$ cat config.mk
export PLATFORM = sky130hd
export DESIGN_NAME = stopwatch_ctrl
export DESIGN_NICKNAME = d
export VERILOG_FILES = /design/src/rtl/stopwatch_ctrl_pkg.sv /design/src/rtl/stopwatch_ctrl_edge_pulse.sv /design/src/rtl/stopwatch_ctrl.sv
export SDC_FILE = /design/constraint.sdc
export NUM_CORES = 1
export LEC_CHECK = 0
export CAP_MARGIN = 0
export CORE_UTILIZATION = 65
export CTS_CLUSTER_DIAMETER = 80
export CTS_CLUSTER_SIZE = 28
export DETAILED_ROUTE_END_ITERATION = 16
export DONT_BUFFER_PORTS = 1
export PLACE_DENSITY = 0.84
export SYNTH_ARGS = -nofsm -noshare
export SYNTH_HDL_FRONTEND = slang
export SYNTH_SLANG_ARGS = --single-unit
export TNS_END_PERCENT = 20
$ cat constraint.sdc
create_clock -name clk -period 3.3 [get_ports clk]
set_input_delay 0.33 -clock clk [delete_from_list [all_inputs] [get_ports clk]]
set_output_delay 0.33 -clock clk [all_outputs]
set_load 0.01 [all_outputs]
$ cat src/rtl/stopwatch_ctrl_pkg.sv
// rtl/stopwatch_ctrl_pkg.sv - shared FSM encoding and default dividers for the stopwatch
package stopwatch_ctrl_pkg;

    localparam logic [1:0] ST_MANUAL    = 2'd0;
    localparam logic [1:0] ST_AUTO_IDLE = 2'd1;
    localparam logic [1:0] ST_AUTO_RUN  = 2'd2;

    localparam int DEF_TICK_DIV   = 1000;
    localparam int DEF_SCAN_DIV   = 1;
    localparam int DEF_BLINK_HALF = 500;

    // Counter width for a divide-by-n counter, never narrower than one bit.
    function automatic int cnt_width(input int n);
        return (n > 1) ? $clog2(n) : 1;
    endfunction

endpackage

$ cat src/rtl/stopwatch_ctrl_edge_pulse.sv
// rtl/stopwatch_ctrl_edge_pulse.sv - rising-edge detector for one debounced button level
module edge_pulse (
    input  logic clk,
    input  logic rst,
    input  logic btn,
    output logic pulse
);

    logic btn_q;
    logic btn_d;

    always_comb begin
        btn_d = btn;
    end

    always_ff @(posedge clk) begin
        if (rst) begin
            btn_q <= 1'b0;
        end else begin
            btn_q <= btn_d;
        end
    end

    assign pulse = btn & ~btn_q;

endmodule

$ cat src/rtl/stopwatch_ctrl.sv
// rtl/stopwatch_ctrl.sv - stopwatch sequencing FSM, tick prescaler, digit scan and blink
module stopwatch_ctrl
    import stopwatch_ctrl_pkg::*;
#(
    parameter int TICK_DIV   = DEF_TICK_DIV,
    parameter int SCAN_DIV   = DEF_SCAN_DIV,
    parameter int BLINK_HALF = DEF_BLINK_HALF,
    parameter int WRAP       = 0
) (
    input  logic       clk,
    input  logic       rst,
    input  logic       start,
    input  logic       stop,
    input  logic       mode,
    input  logic       at_max,
    output logic       count_en,
    output logic       count_clr,
    output logic [1:0] scan_sel,
    output logic [3:0] digit_en,
    output logic       blank,
    output logic       auto_mode,
    output logic       running,
    output logic       overflow
);

    localparam int TW = cnt_width(TICK_DIV);
    localparam int SW = cnt_width(SCAN_DIV);
    localparam int BW = cnt_width(BLINK_HALF);

    localparam logic [TW-1:0] TICK_LAST  = TW'(TICK_DIV - 1);
    localparam logic [SW-1:0] SCAN_LAST  = SW'(SCAN_DIV - 1);
    localparam logic [BW-1:0] BLINK_LAST = BW'(BLINK_HALF - 1);

    logic start_p, stop_p, mode_p;

    edge_pulse u_start_edge (.clk(clk), .rst(rst), .btn(start), .pulse(start_p));
    edge_pulse u_stop_edge  (.clk(clk), .rst(rst), .btn(stop),  .pulse(stop_p));
    edge_pulse u_mode_edge  (.clk(clk), .rst(rst), .btn(mode),  .pulse(mode_p));

    // The first cycle after reset is masked so a button held through reset,
    // whose edge register restarts at 0, does not look like a fresh press.
    logic post_rst_q, post_rst_d;
    logic start_ev_q, start_ev_d;
    logic stop_ev_q,  stop_ev_d;
    logic mode_ev_q,  mode_ev_d;

    logic [1:0]    state_q, state_d;
    logic [TW-1:0] presc_q, presc_d;
    logic          count_en_q, count_en_d;
    logic          count_clr_q, count_clr_d;
    logic          overflow_q, overflow_d;
    logic [SW-1:0] scan_cnt_q, scan_cnt_d;
    logic [1:0]    scan_sel_q, scan_sel_d;
    logic [BW-1:0] blink_cnt_q, blink_cnt_d;
    logic          phase_q, phase_d;

    always_comb begin
        post_rst_d = 1'b0;
        start_ev_d = start_p & ~post_rst_q;
        stop_ev_d  = stop_p  & ~post_rst_q;
        mode_ev_d  = mode_p  & ~post_rst_q;
    end

    // Events are taken in strict priority stop > mode > start; lower ones are dropped.
    always_comb begin
        state_d     = state_q;
        presc_d     = presc_q;
        count_en_d  = 1'b0;
        count_clr_d = 1'b0;
        overflow_d  = overflow_q;
        case (state_q)
            ST_MANUAL: begin
                if (stop_ev_q) begin
                    count_clr_d = 1'b1;
                    overflow_d  = 1'b0;
                end else if (mode_ev_q) begin
                    state_d = ST_AUTO_IDLE;
                end else if (start_ev_q) begin
                    if (at_max) begin
                        overflow_d = 1'b1;
                    end else begin
                        count_en_d = 1'b1;
                    end
                end
            end
            ST_AUTO_IDLE: begin
                if (stop_ev_q) begin
                    count_clr_d = 1'b1;
                    overflow_d  = 1'b0;
                end else if (mode_ev_q) begin
                    state_d = ST_MANUAL;
                end else if (start_ev_q) begin
                    state_d = ST_AUTO_RUN;
                    presc_d = '0;
                end
            end
            ST_AUTO_RUN: begin
                if (stop_ev_q) begin
                    state_d = ST_AUTO_IDLE;
                    presc_d = '0;
                end else if (presc_q == TICK_LAST) begin
                    presc_d = '0;
                    if (at_max) begin
                        overflow_d = 1'b1;
                        if (WRAP != 0) begin
                            count_en_d = 1'b1;
                        end else begin
                            state_d = ST_AUTO_IDLE;
                        end
                    end else begin
                        count_en_d = 1'b1;
                    end
                end else begin
                    presc_d = presc_q + TW'(1);
                end
            end
            default: begin
                state_d = ST_MANUAL;
                presc_d = '0;
            end
        endcase
    end

    always_comb begin
        scan_cnt_d  = scan_cnt_q + SW'(1);
        scan_sel_d  = scan_sel_q;
        blink_cnt_d = blink_cnt_q + BW'(1);
        phase_d     = phase_q;
        if (scan_cnt_q == SCAN_LAST) begin
            scan_cnt_d = '0;
            scan_sel_d = scan_sel_q + 2'd1;
        end
        if (blink_cnt_q == BLINK_LAST) begin
            blink_cnt_d = '0;
            phase_d     = ~phase_q;
        end
    end

    always_ff @(posedge clk) begin
        if (rst) begin
            post_rst_q  <= 1'b1;
            start_ev_q  <= 1'b0;
            stop_ev_q   <= 1'b0;
            mode_ev_q   <= 1'b0;
            state_q     <= ST_MANUAL;
            presc_q     <= '0;
            count_en_q  <= 1'b0;
            count_clr_q <= 1'b0;
            overflow_q  <= 1'b0;
            scan_cnt_q  <= '0;
            scan_sel_q  <= 2'd0;
            blink_cnt_q <= '0;
            phase_q     <= 1'b0;
        end else begin
            post_rst_q  <= post_rst_d;
            start_ev_q  <= start_ev_d;
            stop_ev_q   <= stop_ev_d;
            mode_ev_q   <= mode_ev_d;
            state_q     <= state_d;
            presc_q     <= presc_d;
            count_en_q  <= count_en_d;
            count_clr_q <= count_clr_d;
            overflow_q  <= overflow_d;
            scan_cnt_q  <= scan_cnt_d;
            scan_sel_q  <= scan_sel_d;
            blink_cnt_q <= blink_cnt_d;
            phase_q     <= phase_d;
        end
    end

    assign count_en  = count_en_q;
    assign count_clr = count_clr_q;
    assign overflow  = overflow_q;
    assign scan_sel  = scan_sel_q;
    assign blank     = phase_q & (state_q != ST_AUTO_RUN);
    assign digit_en  = blank ? 4'b0000 : (4'b0001 << scan_sel_q);
    assign auto_mode = (state_q == ST_AUTO_IDLE) || (state_q == ST_AUTO_RUN);
    assign running   = (state_q == ST_AUTO_RUN);

endmodule
== Yosys cells after proc, flatten, opt, wreduce, memory -nomap -nowiden ==
Index checks and enable logic that the tools add are counted.

* Flip-flop bits (word level): 35

* Add/sub/neg operators: 4
* Equality and inequality tests: 18
* Shifts and indexed selects: 1
* Multiplexer cells: 33
* Bitwise logic cells: 15
* Reductions and logical operators: 10

{| class="wikitable"
|+ Operators by type and width
! operator !! number
|-
| $mux 10 || 5
|-
| $pmux 10 s3 || 1
|-
| $mux 2 || 8
|-
| $ne 2x2->1 const B || 8
|-
| $mux 1 || 15
|-
| $reduce_and 6->1 || 2
|-
| $add 10x1->10 const B || 1
|-
| $eq 10x10->1 const B || 1
|-
| $add 9x1->9 const B || 1
|-
| $eq 9x9->1 const B || 1
|-
| $ne 3x3->1 const B || 3
|-
| $not 1->1 || 8
|-
| $reduce_or 2->1 || 4
|-
| $and 1x1->1 || 7
|-
| $pmux 2 s3 || 1
|-
| $mux 4 || 1
|-
| $reduce_and 4->1 || 1
|-
| $shl 1x2->4 const A || 1
|-
| $ne 3x1->1 const B || 1
|-
| $ne 3x2->1 const B || 1
|-
| $pmux 1 s3 || 1
|-
| $reduce_bool 3->1 || 1
|-
| $add 2x1->2 const B || 1
|-
| $eq 2x1->1 const B || 1
|-
| other kinds (6) || 6
|}

== Logic depth before layout (Yosys ltp) ==
* Depth after elaboration: 5
* Depth in mapped cells: 8
* Mapped depth without buffers: 7

== Hierarchy ==
From an unflattened synthesis, not the netlist that was laid out.

* Cell total of the unflattened synthesis: 170
* Area total of the unflattened synthesis: 1652.8 µm²

{| class="wikitable"
|+ Modules (own cells, without submodules)
! module !! instances !! cells each !! area each (µm²) !! sequential area each (µm²)
|-
| stopwatch_ctrl || 1 || 161 || 1510.2 || 640.6
|-
| edge_pulse || 3 || 3 || 47.5 || 20.0
|}

== Worst setup path after synthesis ==
No wires, ideal clock.

* Path kind: register to register
* Start point: reg state_q[0]
* End point: reg presc_q[4]
* Library setup time: 0.116 ns
* Arrival time: 1.473 ns
* Data required time: 3.184 ns
* Setup slack: 1.711 ns
* Stages on the path, launching flop included: 9
* Path buffers: 1
* Clock period less this slack: 1.589 ns
* Cells stage by stage: dfxtp_1 -> inv_1 -> ha_1 -> or2_1 -> o31ai_2 -> buf_4 -> nand4_1 -> xor2_1 -> nor2_2

* Cells in the longest elaborated chain, start to end: 3
* Elaborated cells between the ends (all ways): 9
* Classes of those cells: eq/ne: 5; mux: 1; bitwise: 1; reduce/logical: 2

{| class="wikitable"
|+ RTL lines
! element !! line !! source
|-
| start: declaration || stopwatch_ctrl.sv:47 || <nowiki>logic [1:0] state_q, state_d;</nowiki>
|-
| start signal: assignment || stopwatch_ctrl.sv:159 || <nowiki>state_q <= state_d;</nowiki>
|-
| $eq 2x1->1 / $logic_not 2->1 (equally long branches) || stopwatch_ctrl.sv:71 || <nowiki>case (state_q)</nowiki>
|-
| $ne 2x2->1 (no line) / $not 1->1 (equally long branches) || n/a ||
|-
| $reduce_and 4->1 (no line) || n/a ||
|-
| end signal: assignment || stopwatch_ctrl.sv:160 || <nowiki>presc_q <= presc_d;</nowiki>
|-
| end: declaration || stopwatch_ctrl.sv:48 || <nowiki>logic [TW-1:0] presc_q, presc_d;</nowiki>
|}

Parallel ways exist; a longest one is shown, timed or not.
A chain may end at the register's enable or synchronous reset.

== Worst setup path after layout ==
* Start point: reg state_q[0]
* End point: reg presc_q[0]

The elaborated chain is that of the path after synthesis.

==> reports/results.ini <==
[status]
status = complete, no violations

[route]
drt_iter0_markers = 20
vias = 1121
drt_pass1_iterations = 4
routed-wl-met2_um = 1190
wl_met1_um = 1180
routed_wl_um = 2550
post_drt_wl_per_cell_um = 12.7
vias_per_cell = 5.61
top_layer = met4
drc = 0
dr_wl_met3_um = 118
detail-route-antenna-nets = 0

[floorplan]
start_util_pct = 70.3
row_count = 17
die_h_um = 51.6
die_area_um2 = 2660
chipWidth_um = 51.6
io_pins = 18
coreArea_um2 = 2280

[logic_synthesis]
synthTopCellsByCount = 35 x dfxtp_1, 24 x nor2_1, 12 x xor2_1
ys_seq_area_share_pct = 43.8
synth_nets = 184
yosys_warnings = 0
syn-cell-area_um2 = 1600
synth-seq-cells = 35
yosys.cell_types.count = 39
synth_top_area_cell = dfxtp_1
ys_async_sr_fraction_pct = 0
synthCells = 168
synth.avg_cell_area_um2 = 9.53
synth_enable_flop_cells = 0
synth.area.top_cells = dfxtp_1 44%, ha_1 7.8%, xor2_1 6.6%
synth_flop_cell = dfxtp_1
synth_most_common_cell = dfxtp_1
synth_top_cell_area_share_pct = 43.8

[layout]
area_growth_pct = 5.32
drive_gt1_share_pct = 9.88
fin_util_pct = 74.1
finalNetCount = 187
antenna_cells = 0
nFillCells = 156

[run]
drv_cap = 0

[hold_path]
hold_class = input pin to flop
whs_endpoint = state_q[1]$_SDFFE_PP0P_
min_path_cells = 1
min_from = rst

[sta]
hold_ws_ps = 53.9
fin_crit_ps = 2140
tightest_slew_ps = 737
setup_viol = 0
slew_violations = 0
finClkSkew_ps = 5.12
clock.fmax_ghz = 0.466
fin_crit_sh_pct = 65.0
rsz0062_at_grt = no
timing.slew.headroom_pct = 50.5
setup_slack_ps = 1160
tns_ps = 0
finalHoldViolations = 0

[clocking]
cts.reportedPaths.clkPinSlew_ps = 100
clockRootBuffer = clkbuf_4
cts_sinks = 35
ctsResizeCount = 0
ctsHoldBuffers = 0
postCtsSetupBuffers = 0
tritoncts = yes
htree_levels = 2
cts_buffer_depth = 2
cts_made_buffers = 5
clk_latency_ps = 320

[critical_path]
r2r_start = state_q[0]$_SDFFE_PP0P_
required_ps = 3500
critPathKind = flop to flop
cp_max_fo = 11
rr_worst_depth = 6
cp.arrival_ps = 2350
critPathCaptureType = flop
start_kind = flop
worstReg2RegEnd = presc_q[0]$_SDFFE_PP0P_
ff2ff_setup_slack_ps = 1160

[power]
powerDensity_nw_per_um2 = 563
total_power_w = 0.000949
p_leak_nw = 0.672
ir_worst_vdd_uv = 429

[placed_design]
post-place-ws_ps = 1200
port_buffers = 0
dp_hpwl_um = 1850
routabilityCongestion = 0.812

[global_route]
grt-ovfl-total = 0
grt_pass1_wl_um = 4280
grt_max_degree = 16
antenna_found_initial = 0
grt_usage_pct = 22.5
grt_pass1_vias = 1005

[layout by cell type, fill, tap and decap left out, types with 2 or more instances in the layout]
| cell type | Yosys | layout |
|---|---|---|
| nand2b_1 | 5 | 5 |
| xnor2_1 | 6 | 6 |
| dfxtp_1 | 35 | 35 |
| mux2i_1 | 2 | 2 |
| nand2_1 | 7 | 7 |
| nor2b_1 | 3 | 3 |
| clkbuf_8 | 0 | 2 |
| inv_1 | 9 | 9 |
| and2_1 | 4 | 4 |
| ha_1 | 10 | 10 |
| and3_1 | 3 | 3 |
| xor2_1 | 12 | 12 |
| nand4_1 | 6 | 6 |
| nor2_1 | 24 | 24 |
| a21oi_1 | 4 | 4 |
| nor3b_1 | 4 | 4 |
| nor4_1 | 2 | 2 |
| nand3_1 | 5 | 5 |
| clkbuf_4 | 0 | 5 |
| nor3_1 | 4 | 4 |
[registers in the layout, summed over array words and instances (netlist names)]
signal	flops
count_clr	1
start_ev_q	1
scan_sel	2
count_en	1
overflow	1
post_rst_q	1
scan_cnt_q	1
u_stop_edge.btn_q	1
blink_cnt_q	9
stop_ev_q	1
presc_q	10
phase_q	1
state_q	2
u_start_edge.btn_q	1
u_mode_edge.btn_q	1
mode_ev_q	1
[through the flow]
stage	cells	instance area, um2
final	200	1690
after global routing	200	1690
after CTS	199	1680
after detailed placement	191	1610
after global placement	191	1610
after floorplan	168	1600
[worst max path at each step]
stage / start / to / cells after the start
5_1_grt: state_q[0]$_SDFFE_PP0P_ / presc_q[0]$_SDFFE_PP0P_ / 6
2_1_floorplan: state_q[0]$_SDFFE_PP0P_ / presc_q[4]$_SDFFE_PP0P_ / 8
3_3_place_gp: state_q[0]$_SDFFE_PP0P_ / presc_q[3]$_SDFFE_PP0P_ / 6
6_report: state_q[0]$_SDFFE_PP0P_ / presc_q[0]$_SDFFE_PP0P_ / 6
3_5_place_dp: state_q[0]$_SDFFE_PP0P_ / presc_q[0]$_SDFFE_PP0P_ / 6
4_1_cts: state_q[0]$_SDFFE_PP0P_ / presc_q[0]$_SDFFE_PP0P_ / 6
[routing by layer]
metal / GRT usage, % / vias to the layer above
met5: 0 / -
met4: 10.8 / 0
met3: 9.06 / 7
met2: 34.2 / 30
met1: 27.5 / 518
li1: - / 566
[cell type report]
class	count	area [um2]	area share (%)
multi-input combinational	118	833	49.4
sequential	35	701	41.6
clock buffer	8	68.8	4.08
inverter	10	37.5	2.23
tap	28	35.0	2.08
timing repair buffer	1	10.0	0.594
[logic make-up (layout without fill, tap and decap cells)]
family | Yosys count | after routing | share of synthesized area, %
flops | 35 | 35 | 43.8
compound gates | 13 | 13 | 7.51
simple gates | 74 | 74 | 25.4
other cells | 1 | 1 | 0.234
mux | 2 | 2 | 1.25
buf+inv | 15 | 19 | 4.14
xor+xnor | 18 | 18 | 9.85
fa+ha+maj | 10 | 10 | 7.82
[worst max-delay path: stages (launching register included)]
cell	delay [ps]
dfxtp_1	390
inv_1	100
ha_1	270
o31ai_2	660
o21ai_1	150
nand2b_1	330
nor2_1	110
[power breakdown]
| part | internal, W | switching [W] |
|---|---|---|
| sequential | 0.000450 | 0.0000292 |
| combinational | 0.0000891 | 0.000126 |
| clock | 0.000125 | 0.000130 |
| total | 0.000664 | 0.000285 |
No activity file was read; power rests on OpenSTA's default activity.
